<file path="src/rtl/eth_pkg.sv">
// Shared definitions for the Ethernet transmit path: FSM state encoding,
// frame geometry and the default addressing used in the header.
package eth_pkg;

  typedef enum logic [2:0] {
    ST_IDLE     = 3'd0,
    ST_HDR      = 3'd1,
    ST_DATA     = 3'd2,
    ST_PAD      = 3'd3,
    ST_WAIT     = 3'd4,
    ST_COMPLETE = 3'd5
  } eth_tx_state_t;

  localparam int          ETH_HDR_WORDS     = 18;
  localparam int          ETH_MIN_PAY_WORDS = 12;
  localparam int          ETH_MAX_PAY_WORDS = 739;
  localparam logic [47:0] ETH_DEST_MAC      = 48'hFFFF_FFFF_FFFF;
  localparam logic [47:0] ETH_SRC_MAC       = 48'h0002_0304_0506;
  localparam logic [15:0] ETH_ETHERTYPE     = 16'h88B5;

  // Clamp a requested payload length to the largest frame we can send.
  function automatic logic [10:0] sat_len(input logic [10:0] req_len,
                                          input logic [10:0] max_len);
    return (req_len > max_len) ? max_len : req_len;
  endfunction

endpackage

</file>
<file path="src/rtl/transmit_ethernet_packet_if.sv">
// User payload stream plus TX/MAC handshake for the Ethernet transmitter.
// master = the transmitter, slave = user logic and MAC on the other side.
interface transmit_ethernet_packet_if;

  logic        ethernet_snd_req_in;
  logic [10:0] ethernet_snd_length_in;
  logic [15:0] ethernet_snd_data_in;
  logic        ethernet_snd_data_rdy_in;
  logic        ethernet_snd_data_ack_out;
  logic        ethernet_snd_busy_out;
  logic        ethernet_snd_complete_out;
  logic        tx_req_out;
  logic [15:0] tx_packet_data_out;
  logic        tx_packet_data_rdy_out;
  logic        tx_packet_last_out;
  logic        tx_packet_data_ack_in;
  logic        tx_packet_complete_in;

  modport master (
    input  ethernet_snd_req_in, ethernet_snd_length_in, ethernet_snd_data_in,
           ethernet_snd_data_rdy_in, tx_packet_data_ack_in, tx_packet_complete_in,
    output ethernet_snd_data_ack_out, ethernet_snd_busy_out, ethernet_snd_complete_out,
           tx_req_out, tx_packet_data_out, tx_packet_data_rdy_out, tx_packet_last_out
  );

  modport slave (
    output ethernet_snd_req_in, ethernet_snd_length_in, ethernet_snd_data_in,
           ethernet_snd_data_rdy_in, tx_packet_data_ack_in, tx_packet_complete_in,
    input  ethernet_snd_data_ack_out, ethernet_snd_busy_out, ethernet_snd_complete_out,
           tx_req_out, tx_packet_data_out, tx_packet_data_rdy_out, tx_packet_last_out
  );

endinterface

</file>
<file path="src/rtl/eth_tx_header_rom.sv">
// Combinational header lookup: word index -> header word. Words 0-5 are the
// MAC addresses MSW first, 6 the EtherType, 7 the payload length, rest zero.
module eth_tx_header_rom
  import eth_pkg::*;
#(
  parameter logic [47:0] DEST_MAC  = ETH_DEST_MAC,
  parameter logic [47:0] SRC_MAC   = ETH_SRC_MAC,
  parameter logic [15:0] ETHERTYPE = ETH_ETHERTYPE
) (
  input  logic [10:0] word_idx,
  input  logic [10:0] pay_len,
  output logic [15:0] hdr_word
);

  logic [15:0] hdr_table [0:7];

  genvar gi;
  generate
    for (gi = 0; gi < 3; gi++) begin : g_mac
      assign hdr_table[gi]     = DEST_MAC[47-16*gi -: 16];
      assign hdr_table[gi + 3] = SRC_MAC[47-16*gi -: 16];
    end
  endgenerate

  assign hdr_table[6] = ETHERTYPE;
  assign hdr_table[7] = {5'd0, pay_len};

  // Indices past the populated table are the zero fill of the header.
  always_comb begin
    hdr_word = (word_idx < 11'd8) ? hdr_table[word_idx[2:0]] : 16'h0000;
  end

endmodule

</file>
<file path="src/rtl/transmit_ethernet_packet.sv">
// Ethernet frame transmitter: sends a fixed header, passes the user payload
// through, zero-pads short frames, then holds the TX interface until the MAC
// reports the frame (FCS included) is on the wire.
module transmit_ethernet_packet
  import eth_pkg::*;
#(
  parameter int          HDR_WORDS     = ETH_HDR_WORDS,
  parameter logic [47:0] DEST_MAC      = ETH_DEST_MAC,
  parameter logic [47:0] SRC_MAC       = ETH_SRC_MAC,
  parameter logic [15:0] ETHERTYPE     = ETH_ETHERTYPE,
  parameter int          MIN_PAY_WORDS = ETH_MIN_PAY_WORDS,
  parameter int          MAX_PAY_WORDS = ETH_MAX_PAY_WORDS
) (
  input logic                          Clock,
  input logic                          Reset_n,
  transmit_ethernet_packet_if.master   eth
);

  localparam logic [10:0] HDR_LAST = 11'(HDR_WORDS - 1);
  localparam logic [10:0] MIN_PAY  = 11'(MIN_PAY_WORDS);
  localparam logic [10:0] PAD_LAST = 11'(MIN_PAY_WORDS - 1);
  localparam logic [10:0] MAX_PAY  = 11'(MAX_PAY_WORDS);

  eth_tx_state_t state_reg, state_next;
  logic [10:0]   word_cnt_reg, word_cnt_next;
  logic [10:0]   len_reg, len_next;
  logic [15:0]   hdr_word;

  logic        tx_req;
  logic        tx_rdy;
  logic        tx_last;
  logic [15:0] tx_data;
  logic        snd_ack;
  logic        snd_complete;
  logic        tx_xfer;
  logic        hdr_done;
  logic        data_done;
  logic        pad_done;

  eth_tx_header_rom #(
    .DEST_MAC  (DEST_MAC),
    .SRC_MAC   (SRC_MAC),
    .ETHERTYPE (ETHERTYPE)
  ) u_hdr_rom (
    .word_idx (word_cnt_reg),
    .pay_len  (len_reg),
    .hdr_word (hdr_word)
  );

  // Word position decodes; data_done is only consulted in DATA where len_reg > 0.
  assign hdr_done  = (word_cnt_reg == HDR_LAST);
  assign data_done = (word_cnt_reg == (len_reg - 11'd1));
  assign pad_done  = (word_cnt_reg == PAD_LAST);
  assign tx_xfer   = tx_rdy & eth.tx_packet_data_ack_in;

  // State, word counter and latched length registers.
  always_ff @(posedge Clock or negedge Reset_n) begin
    if (!Reset_n) begin
      state_reg    <= ST_IDLE;
      word_cnt_reg <= '0;
      len_reg      <= '0;
    end else begin
      state_reg    <= state_next;
      word_cnt_reg <= word_cnt_next;
      len_reg      <= len_next;
    end
  end

  // Next state, word count and length; the counter restarts at the payload.
  always_comb begin
    state_next    = state_reg;
    word_cnt_next = word_cnt_reg;
    len_next      = len_reg;
    unique case (state_reg)
      ST_IDLE: begin
        if (eth.ethernet_snd_req_in) begin
          len_next      = sat_len(eth.ethernet_snd_length_in, MAX_PAY);
          word_cnt_next = '0;
          state_next    = ST_HDR;
        end
      end
      ST_HDR: begin
        if (tx_xfer) begin
          if (hdr_done) begin
            word_cnt_next = '0;
            state_next    = (len_reg != 11'd0) ? ST_DATA : ST_PAD;
          end else begin
            word_cnt_next = word_cnt_reg + 11'd1;
          end
        end
      end
      ST_DATA: begin
        if (tx_xfer) begin
          word_cnt_next = word_cnt_reg + 11'd1;
          if (data_done) begin
            state_next = (len_reg < MIN_PAY) ? ST_PAD : ST_WAIT;
          end
        end
      end
      ST_PAD: begin
        if (tx_xfer) begin
          word_cnt_next = word_cnt_reg + 11'd1;
          if (pad_done) begin
            state_next = ST_WAIT;
          end
        end
      end
      ST_WAIT: begin
        if (eth.tx_packet_complete_in) begin
          state_next = ST_COMPLETE;
        end
      end
      ST_COMPLETE: begin
        state_next = ST_IDLE;
      end
      default: begin
        state_next = ST_IDLE;
      end
    endcase
  end

  // Output decode; DATA is a combinational passthrough of the user stream.
  always_comb begin
    tx_req       = 1'b0;
    tx_rdy       = 1'b0;
    tx_last      = 1'b0;
    tx_data      = 16'h0000;
    snd_ack      = 1'b0;
    snd_complete = 1'b0;
    unique case (state_reg)
      ST_HDR: begin
        tx_req  = 1'b1;
        tx_rdy  = 1'b1;
        tx_data = hdr_word;
      end
      ST_DATA: begin
        tx_req  = 1'b1;
        tx_rdy  = eth.ethernet_snd_data_rdy_in;
        tx_data = eth.ethernet_snd_data_in;
        snd_ack = eth.tx_packet_data_ack_in & eth.ethernet_snd_data_rdy_in;
        tx_last = data_done & (len_reg >= MIN_PAY);
      end
      ST_PAD: begin
        tx_req  = 1'b1;
        tx_rdy  = 1'b1;
        tx_last = pad_done;
      end
      ST_WAIT: begin
        tx_req = 1'b1;
      end
      ST_COMPLETE: begin
        snd_complete = 1'b1;
      end
      default: begin
        tx_req = 1'b0;
      end
    endcase
  end

  assign eth.tx_req_out                = tx_req;
  assign eth.tx_packet_data_rdy_out    = tx_rdy;
  assign eth.tx_packet_data_out        = tx_data;
  assign eth.tx_packet_last_out        = tx_last;
  assign eth.ethernet_snd_data_ack_out = snd_ack;
  assign eth.ethernet_snd_complete_out = snd_complete;
  assign eth.ethernet_snd_busy_out     = (state_reg != ST_IDLE);

endmodule

</file>
<file path="src/flat_wrapper.sv">
// flat-port wrapper written by rule: the top's interface ports become plain ports
module transmit_ethernet_packet_flat import eth_pkg::*;
#(
  parameter int          HDR_WORDS     = ETH_HDR_WORDS,
  parameter logic [47:0] DEST_MAC      = ETH_DEST_MAC,
  parameter logic [47:0] SRC_MAC       = ETH_SRC_MAC,
  parameter logic [15:0] ETHERTYPE     = ETH_ETHERTYPE,
  parameter int          MIN_PAY_WORDS = ETH_MIN_PAY_WORDS,
  parameter int          MAX_PAY_WORDS = ETH_MAX_PAY_WORDS
)
  (Clock, Reset_n, eth_ethernet_snd_req_in, eth_ethernet_snd_length_in, eth_ethernet_snd_data_in, eth_ethernet_snd_data_rdy_in, eth_tx_packet_data_ack_in, eth_tx_packet_complete_in, eth_ethernet_snd_data_ack_out, eth_ethernet_snd_busy_out, eth_ethernet_snd_complete_out, eth_tx_req_out, eth_tx_packet_data_out, eth_tx_packet_data_rdy_out, eth_tx_packet_last_out);
  transmit_ethernet_packet_if eth_i ();
  input logic Clock;
  input logic Reset_n;
  input wire logic [$bits(eth_i.ethernet_snd_req_in)-1:0] eth_ethernet_snd_req_in;
  input wire logic [$bits(eth_i.ethernet_snd_length_in)-1:0] eth_ethernet_snd_length_in;
  input wire logic [$bits(eth_i.ethernet_snd_data_in)-1:0] eth_ethernet_snd_data_in;
  input wire logic [$bits(eth_i.ethernet_snd_data_rdy_in)-1:0] eth_ethernet_snd_data_rdy_in;
  input wire logic [$bits(eth_i.tx_packet_data_ack_in)-1:0] eth_tx_packet_data_ack_in;
  input wire logic [$bits(eth_i.tx_packet_complete_in)-1:0] eth_tx_packet_complete_in;
  output wire logic [$bits(eth_i.ethernet_snd_data_ack_out)-1:0] eth_ethernet_snd_data_ack_out;
  output wire logic [$bits(eth_i.ethernet_snd_busy_out)-1:0] eth_ethernet_snd_busy_out;
  output wire logic [$bits(eth_i.ethernet_snd_complete_out)-1:0] eth_ethernet_snd_complete_out;
  output wire logic [$bits(eth_i.tx_req_out)-1:0] eth_tx_req_out;
  output wire logic [$bits(eth_i.tx_packet_data_out)-1:0] eth_tx_packet_data_out;
  output wire logic [$bits(eth_i.tx_packet_data_rdy_out)-1:0] eth_tx_packet_data_rdy_out;
  output wire logic [$bits(eth_i.tx_packet_last_out)-1:0] eth_tx_packet_last_out;
  assign eth_i.ethernet_snd_req_in = eth_ethernet_snd_req_in;
  assign eth_i.ethernet_snd_length_in = eth_ethernet_snd_length_in;
  assign eth_i.ethernet_snd_data_in = eth_ethernet_snd_data_in;
  assign eth_i.ethernet_snd_data_rdy_in = eth_ethernet_snd_data_rdy_in;
  assign eth_i.tx_packet_data_ack_in = eth_tx_packet_data_ack_in;
  assign eth_i.tx_packet_complete_in = eth_tx_packet_complete_in;
  assign eth_ethernet_snd_data_ack_out = eth_i.ethernet_snd_data_ack_out;
  assign eth_ethernet_snd_busy_out = eth_i.ethernet_snd_busy_out;
  assign eth_ethernet_snd_complete_out = eth_i.ethernet_snd_complete_out;
  assign eth_tx_req_out = eth_i.tx_req_out;
  assign eth_tx_packet_data_out = eth_i.tx_packet_data_out;
  assign eth_tx_packet_data_rdy_out = eth_i.tx_packet_data_rdy_out;
  assign eth_tx_packet_last_out = eth_i.tx_packet_last_out;
  transmit_ethernet_packet #(.HDR_WORDS(HDR_WORDS), .DEST_MAC(DEST_MAC), .SRC_MAC(SRC_MAC), .ETHERTYPE(ETHERTYPE), .MIN_PAY_WORDS(MIN_PAY_WORDS), .MAX_PAY_WORDS(MAX_PAY_WORDS)) u_core (.Clock(Clock), .Reset_n(Reset_n), .eth(eth_i));
endmodule
</file>
<file path="config.mk">
export PLATFORM = sky130hd
export DESIGN_NAME = transmit_ethernet_packet_flat
export DESIGN_NICKNAME = d
export VERILOG_FILES = /design/src/rtl/eth_pkg.sv /design/src/rtl/transmit_ethernet_packet_if.sv /design/src/rtl/eth_tx_header_rom.sv /design/src/rtl/transmit_ethernet_packet.sv /design/src/flat_wrapper.sv
export SDC_FILE = /design/constraint.sdc
export NUM_CORES = 1
export LEC_CHECK = 0
export ABC_AREA = 0
export CORE_MARGIN = 2
export CORE_UTILIZATION = 40
export DETAILED_ROUTE_END_ITERATION = 10
export PLACE_DENSITY = 0.68
export REMOVE_ABC_BUFFERS = 1
export SLEW_MARGIN = 0
export SYNTH_ARGS = -nofsm -noshare
export SYNTH_HDL_FRONTEND = slang
export SYNTH_SLANG_ARGS = --single-unit
</file>
<file path="constraint.sdc">
create_clock -name Clock -period 3.2 [get_ports Clock]
set_clock_uncertainty 0.15 [all_clocks]
set_input_delay 0.32 -clock Clock [delete_from_list [all_inputs] [get_ports Clock]]
set_output_delay 0.32 -clock Clock [all_outputs]
set_load 0.005 [all_outputs]
</file>
==> metrics.txt, run 1 <==
H-Tree Depth=1; largest net degree at the start of global routing=26; Final Max Slew Viols=0; area leader, netlist=dfrtp_1; peak supply drop=0.0003420 V; Tot GR Track Use=21.84%; CP max stage cell=or4_4; die area=5815 sq um; Setup WS pre-CTS=0.1200 ns; initial antenna violation count=0; ANT nets after route=0; Power Total=2.592 mW; Final period util=94.66%; share of synthesized registers carrying an async set or reset=100.0%; Post-synth EDFFs=0; Post-DP HPWL=4741 um; CP Capture Type=output port; Seq cells post-synth=25; CP Cell Sequence=or4_4 -> o21a_1 -> or3_4 -> a221oi_4 -> nand4_1 -> a21oi_1 -> clkbuf_2; GRT overflow=0; drt initial violations=220; crit path max fanout=3; fmax=330.1 MHz; clk_lat worst skew=0.27 ns; gpl congestion=0.9250; final setup margin=0.1708 ns; path category of the worst min-delay check=input port to async pin; Core ar.=5075 sq um; slowest cell delay on critical path=0.55 ns; Synthesis Warnings=0; Vias/cell=5.679; clk sinks=25; Setup crit end=eth_tx_packet_last_out; CP bufs+invs=1; Synth Flop Type=dfrtp_1; port bufs=54; Filler Cell Count=514; commonest non-fill, non-tap cell in the layout=clkdlybuf4s50_1; worst-margin pin slew=0.8415 ns; layout cells sized above 1=9.375%; Power Density=922.7 nW/um^2; top-area cell type share of the netlist area=29.96%; Static Leak=1.167 nW; kind of cell adding the most delay to the critical path=simple AND/OR/NAND/NOR gates; area growth from synthesis to layout=34.51%; vias in the first global route=2137; synthesized area per cell=7.940 sq um; CP startpoint kind=register; Die Wd=76.26 um; reg-to-reg slack, setup=0.57 ns; DRC Markers=0; hold_buf cts=0; TNS Setup=0 ns; R2R cell count=7; first-pass GRT wire length=10390 um; Worst EP required=2.73 ns; Final setup viols=0; RSZ-0062 raised after global routing=false; status=finished, final reports clean; Vias=2215; worst r2r src=u_core.len_reg[1]$_DFFE_PN0P_; crit path DAT=2.56 ns; Inserted Diodes=0; post-route minimum period=3.029 ns; Setup CP Type=register to output port; Yosys cell types=52; Cell Area, Synth=2088 sq um; total stage count of the critical path=7; RR Endpoint=u_core.state_reg[1]$_DFFE_PN0P_; sequential element share of the synthesized area=29.96%; Worst-path clk slew=0.09 ns; Fin. Hold Viols=0; Detailed Routing Iterations Pass 1=4; Rows=26; CTS tree=yes; clock buffer depth=2; CTS buffer count=3; Slew headroom=42.45%; clk root buf=clkbuf_8; max cap viols=0; DR WL/cell=15.91 um; Setup crit start=u_core.len_reg[1]$_DFFE_PN0P_; Post-Synthesis Cells=263; starting density of the core=41.15%; num ports=55; Synth area leaders=dfrtp_1, nor2_1, a22o_1, nand2_1, xnor2_1; Post-Route WL=6204 um; Post-layout nets=359; commonest cells after routing, fill and taps aside=clkdlybuf4s50_1, nor2_1, nand2_1, dfrtp_1, o21ai_0; die height=76.26 um
## logic make-up (layout without fill, tap and decap cells)
logic type / Yosys count / count (layout) / synth area share (%)
and+or+nand+nor: 121 / 121 / 29.96
AOI/OAI and AO/OA: 66 / 66 / 22.71
DFF: 25 / 25 / 29.96
buffers and inverters: 25 / 82 / 5.332
xor gates and xnor gates: 17 / 17 / 7.130
adders and majority gates: 5 / 5 / 2.996
muxes: 4 / 4 / 1.917
## worst register-to-register path: cells and delay by family (launching register included)
kind	cells	cell delay, ns
buf+inv	1	0.15
flops	1	0.41
compound gates	3	0.74
simple gates	3	1.07
## Yosys cell counts, drive strengths merged, types with 6 or more instances
cell type   n
inv        11
nand4      10
nor2       30
o21ai      15
nand3       9
xnor2       9
a22o       13
clkbuf     12
xor2        8
nor3       10
a21o        7
nor4        6
a21oi      10
dfrtp      25
nand2      27
## routing by layer
metal	part of all wire [%]	routed length [um]	GRT usage, %
met1	46	2825	30.05
met3	6.2	383	3.081
met4	2.4	149	8.182
met2	46	2845	34.87
met5	0	0	0
## how the worst min path moves through the flow
stage / from / end / slack, ns
after floorplan: Reset_n / u_core.len_reg[0]$_DFFE_PN0P_ / -0.13
after global placement: u_core.len_reg[9]$_DFFE_PN0P_ / u_core.len_reg[9]$_DFFE_PN0P_ / 0.41
after detailed placement: u_core.len_reg[9]$_DFFE_PN0P_ / u_core.len_reg[9]$_DFFE_PN0P_ / 0.43
after CTS: Reset_n / u_core.word_cnt_reg[7]$_DFFE_PN0P_ / 0.26
after global routing: Reset_n / u_core.word_cnt_reg[8]$_DFFE_PN0P_ / 0.29
final: Reset_n / u_core.word_cnt_reg[8]$_DFFE_PN0P_ / 0.25
## final cells by class
class | count | area, sq um | share of cell area [%]
multi-input cells | 213 | 1375 | 48.95
inverters | 11 | 41.29 | 1.470
clock inverters | 1 | 5.005 | 0.1782
well taps | 70 | 87.58 | 3.118
repair buffers | 67 | 633.1 | 22.54
clock buffers | 3 | 41.29 | 1.470
flip-flops and latches | 25 | 625.6 | 22.27
## repair_timing
action	in CTS	in global routing
endpoints found under the setup margin	1	13
resized for setup	1	5
hold endpoints to repair	0	0
setup buffers	2	1
pin swaps	1	2
## power by group
part	switching, mW	internal, mW
clock	0.104	0.0873
combinational	0.779	1.03
sequential	0.184	0.411
total	1.07	1.52
## stage by stage
step | area [sq um] | instances | hold slack [ns] | util, %
after floorplan | 2018 | 249 | -0.1256 | -
after global placement | 2721 | 383 | 0.4083 | 53.62
after detailed placement | 2721 | 383 | 0.4273 | 53.62
after CTS | 2781 | 389 | 0.2575 | 54.81
after global routing | 2809 | 390 | 0.2935 | 55.35
final | 2809 | 390 | 0.2502 | 55.35
(Power assumes the default switching activity.)
==> run 2: changes to the inputs <==
--- a/config.mk
+++ b/config.mk
@@ -7,9 +7,9 @@
 export LEC_CHECK = 0
 export ABC_AREA = 0
 export CORE_MARGIN = 2
-export CORE_UTILIZATION = 40
+export CORE_UTILIZATION = 30
 export DETAILED_ROUTE_END_ITERATION = 10
-export PLACE_DENSITY = 0.68
+export PLACE_DENSITY = 0.54
 export REMOVE_ABC_BUFFERS = 1
 export SLEW_MARGIN = 0
 export SYNTH_ARGS = -nofsm -noshare
==> constraint.sdc (replaced) <==
create_clock -name Clock -period 2.85 [get_ports Clock]
set_clock_uncertainty 0.15 [all_clocks]
set_input_delay 0.285 -clock Clock [delete_from_list [all_inputs] [get_ports Clock]]
set_output_delay 0.285 -clock Clock [all_outputs]
set_load 0.005 [all_outputs]
==> run 2 against run 1 <==
The run now ends with negative setup slack left. Via count is 3.8% higher. Sequential share of layout area down 1.8 points. Sequential cell count unchanged. Clock power up 16%. First-iteration DRC count down 55%. Worst setup slack worse by 0.24 ns.
==> metrics.txt, run 2 (synthesis results as in run 1) <==
starting density of the core=30.91% (-10 points); Detailed Routing Iterations Pass 1=4 (unchanged); Post-layout nets=385 (+7.2%); clk_lat worst skew=0.28 ns (about the same); hold_buf cts=0 (unchanged); initial antenna violation count=0 (unchanged); first-pass GRT wire length=10730 um (+3.3%); worst-margin pin slew=0.4835 ns (-0.3580 ns); ANT nets after route=0 (unchanged); path category of the worst min-delay check=input port to async pin; Filler Cell Count=683 (+33%); max cap viols=0 (unchanged); post-route minimum period=2.917 ns; Inserted Diodes=0 (unchanged); port bufs=54 (unchanged); drt initial violations=98 (-55%); DR WL/cell=15.47 um (-2.7%); commonest cells after routing, fill and taps aside=clkdlybuf4s50_1, buf_4, nor2_1, nand2_1, dfrtp_1; Tot GR Track Use=17.68% (-4.2 points); final setup margin=-0.06675 ns (-0.2375 ns); reg-to-reg slack, setup=0.09 ns (-0.48 ns); Final Max Slew Viols=0 (unchanged); area growth from synthesis to layout=46.67%; layout cells sized above 1=17.92% (+8.5 points); status=finished, violations left; Vias=2299 (+3.8%); R2R cell count=10 (+3); Die Wd=87.43 um (+15%); fmax=342.8 MHz; worst r2r src=u_core.len_reg[2]$_DFFE_PN0P_; Worst-path clk slew=0.09 ns (about the same); num ports=55 (unchanged); CTS tree=yes; clk sinks=25 (unchanged); violated checks=negative setup slack; gpl congestion=0.9125 (-1.4%); H-Tree Depth=1 (unchanged); crit path DAT=2.48 ns (-0.08 ns); CTS buffer count=3 (unchanged); peak supply drop=0.0003011 V (-12%); Power Total=3.150 mW (+22%); Power Density=1028 nW/um^2 (+11%); commonest non-fill, non-tap cell in the layout=clkdlybuf4s50_1; Final setup viols=1 (+1); vias in the first global route=2228 (+4.3%); Rows=30 (+15%); clock buffer depth=2 (unchanged); Setup crit end=eth_tx_packet_last_out; worst hold slack=0.2137 ns (-0.03645 ns); RR Endpoint=u_core.state_reg[1]$_DFFE_PN0P_; Setup crit start=u_core.len_reg[2]$_DFFE_PN0P_; die height=87.43 um (+15%); CP Capture Type=output port; DRC Markers=0 (unchanged); Slew headroom=67.52% (+25 points); clk root buf=clkbuf_8; RSZ-0062 raised after global routing=true; Vias/cell=5.397 (-5.0%); CP startpoint kind=register; Post-Route WL=6591 um (+6.2%); largest net degree at the start of global routing=26 (unchanged); crit path max fanout=2 (-1); Post-DP HPWL=5051 um (+6.5%); Fin. Hold Viols=0 (unchanged); Setup CP Type=register to output port; Static Leak=1.309 nW (+12%); GRT overflow=0 (unchanged); Final period util=102.3%; Core ar.=6756 sq um (+33%); Worst EP required=2.41 ns (-0.32 ns); die area=7644 sq um (+31%)
==> run 2: changes by cell type in the layout (fill, tap and decap cells not counted), sizes merged <==
cell	previous run	this run
buf	13	40
clkinv	1	0
==> run 2: how the worst min path moves through the flow <==
stage                                             start                             to
final                                           Reset_n  u_core.len_reg[8]$_DFFE_PN0P_
after global routing                            Reset_n  u_core.len_reg[6]$_DFFE_PN0P_
after detailed placement  u_core.len_reg[7]$_DFFE_PN0P_  u_core.len_reg[7]$_DFFE_PN0P_
after floorplan                                 Reset_n  u_core.len_reg[0]$_DFFE_PN0P_
after global placement    u_core.len_reg[7]$_DFFE_PN0P_  u_core.len_reg[7]$_DFFE_PN0P_
after CTS                                       Reset_n  u_core.len_reg[8]$_DFFE_PN0P_
==> run 2: final cells by class <==
class | instances | area (sq um) | area share (%)
Multi-Input combinational cell | 213 | 1410 | 46.04
Timing Repair Buffer | 93 | 839.6 | 27.41
Sequential cell | 25 | 626.9 | 20.47
Tap cell | 80 | 100.1 | 3.268
Clock buffer | 4 | 45.04 | 1.471
Inverter | 11 | 41.29 | 1.348
==> run 2: worst max-delay path: stages (launching register included) <==
cell,delay [ns]
dfrtp_1,0.39
or4_4,0.53
o21a_1,0.19
or3_4,0.35
a221oi_4,0.29
nand4_1,0.15
a21oi_1,0.17
buf_2,0.13
==> run 2: where the power goes <==
| part | switching (mW) | total (mW) | internal (mW) |
|---|---|---|---|
| combinational | 0.991 | 2.32 | 1.33 |
| sequential | 0.145 | 0.607 | 0.462 |
| clock | 0.120 | 0.221 | 0.101 |
| total | 1.26 | 3.15 | 1.89 |
==> run 2: stage by stage <==
step	setup slack (ns)	area [sq um]	instances	util [%]	setup TNS [ns]
6_report	-0.06675	3063	426	45.33	-0.06675
4_1_cts	-0.06607	2994	423	44.31	-0.06607
3_5_place_dp	-0.1764	2877	412	42.57	-0.1764
5_1_grt	-0.1542	3063	426	45.33	-0.3538
2_1_floorplan	0.3539	2018	249	-	0
3_3_place_gp	-0.1650	2877	412	42.57	-0.1650
==> run 2: layer usage <==
metal	share of wire (%)	GRT usage (%)
met1	46	23.71
met2	46	29.41
met3	6.4	2.180
met4	2.3	5.734
met5	0	0
==> run 2: repair_timing <==
action,CTS,global route
buffers inserted,8,3
resized for setup,10,12
setup endpoints to repair,13,13
hold endpoints to repair,0,0
pin swaps,9,8
cloned,0,1
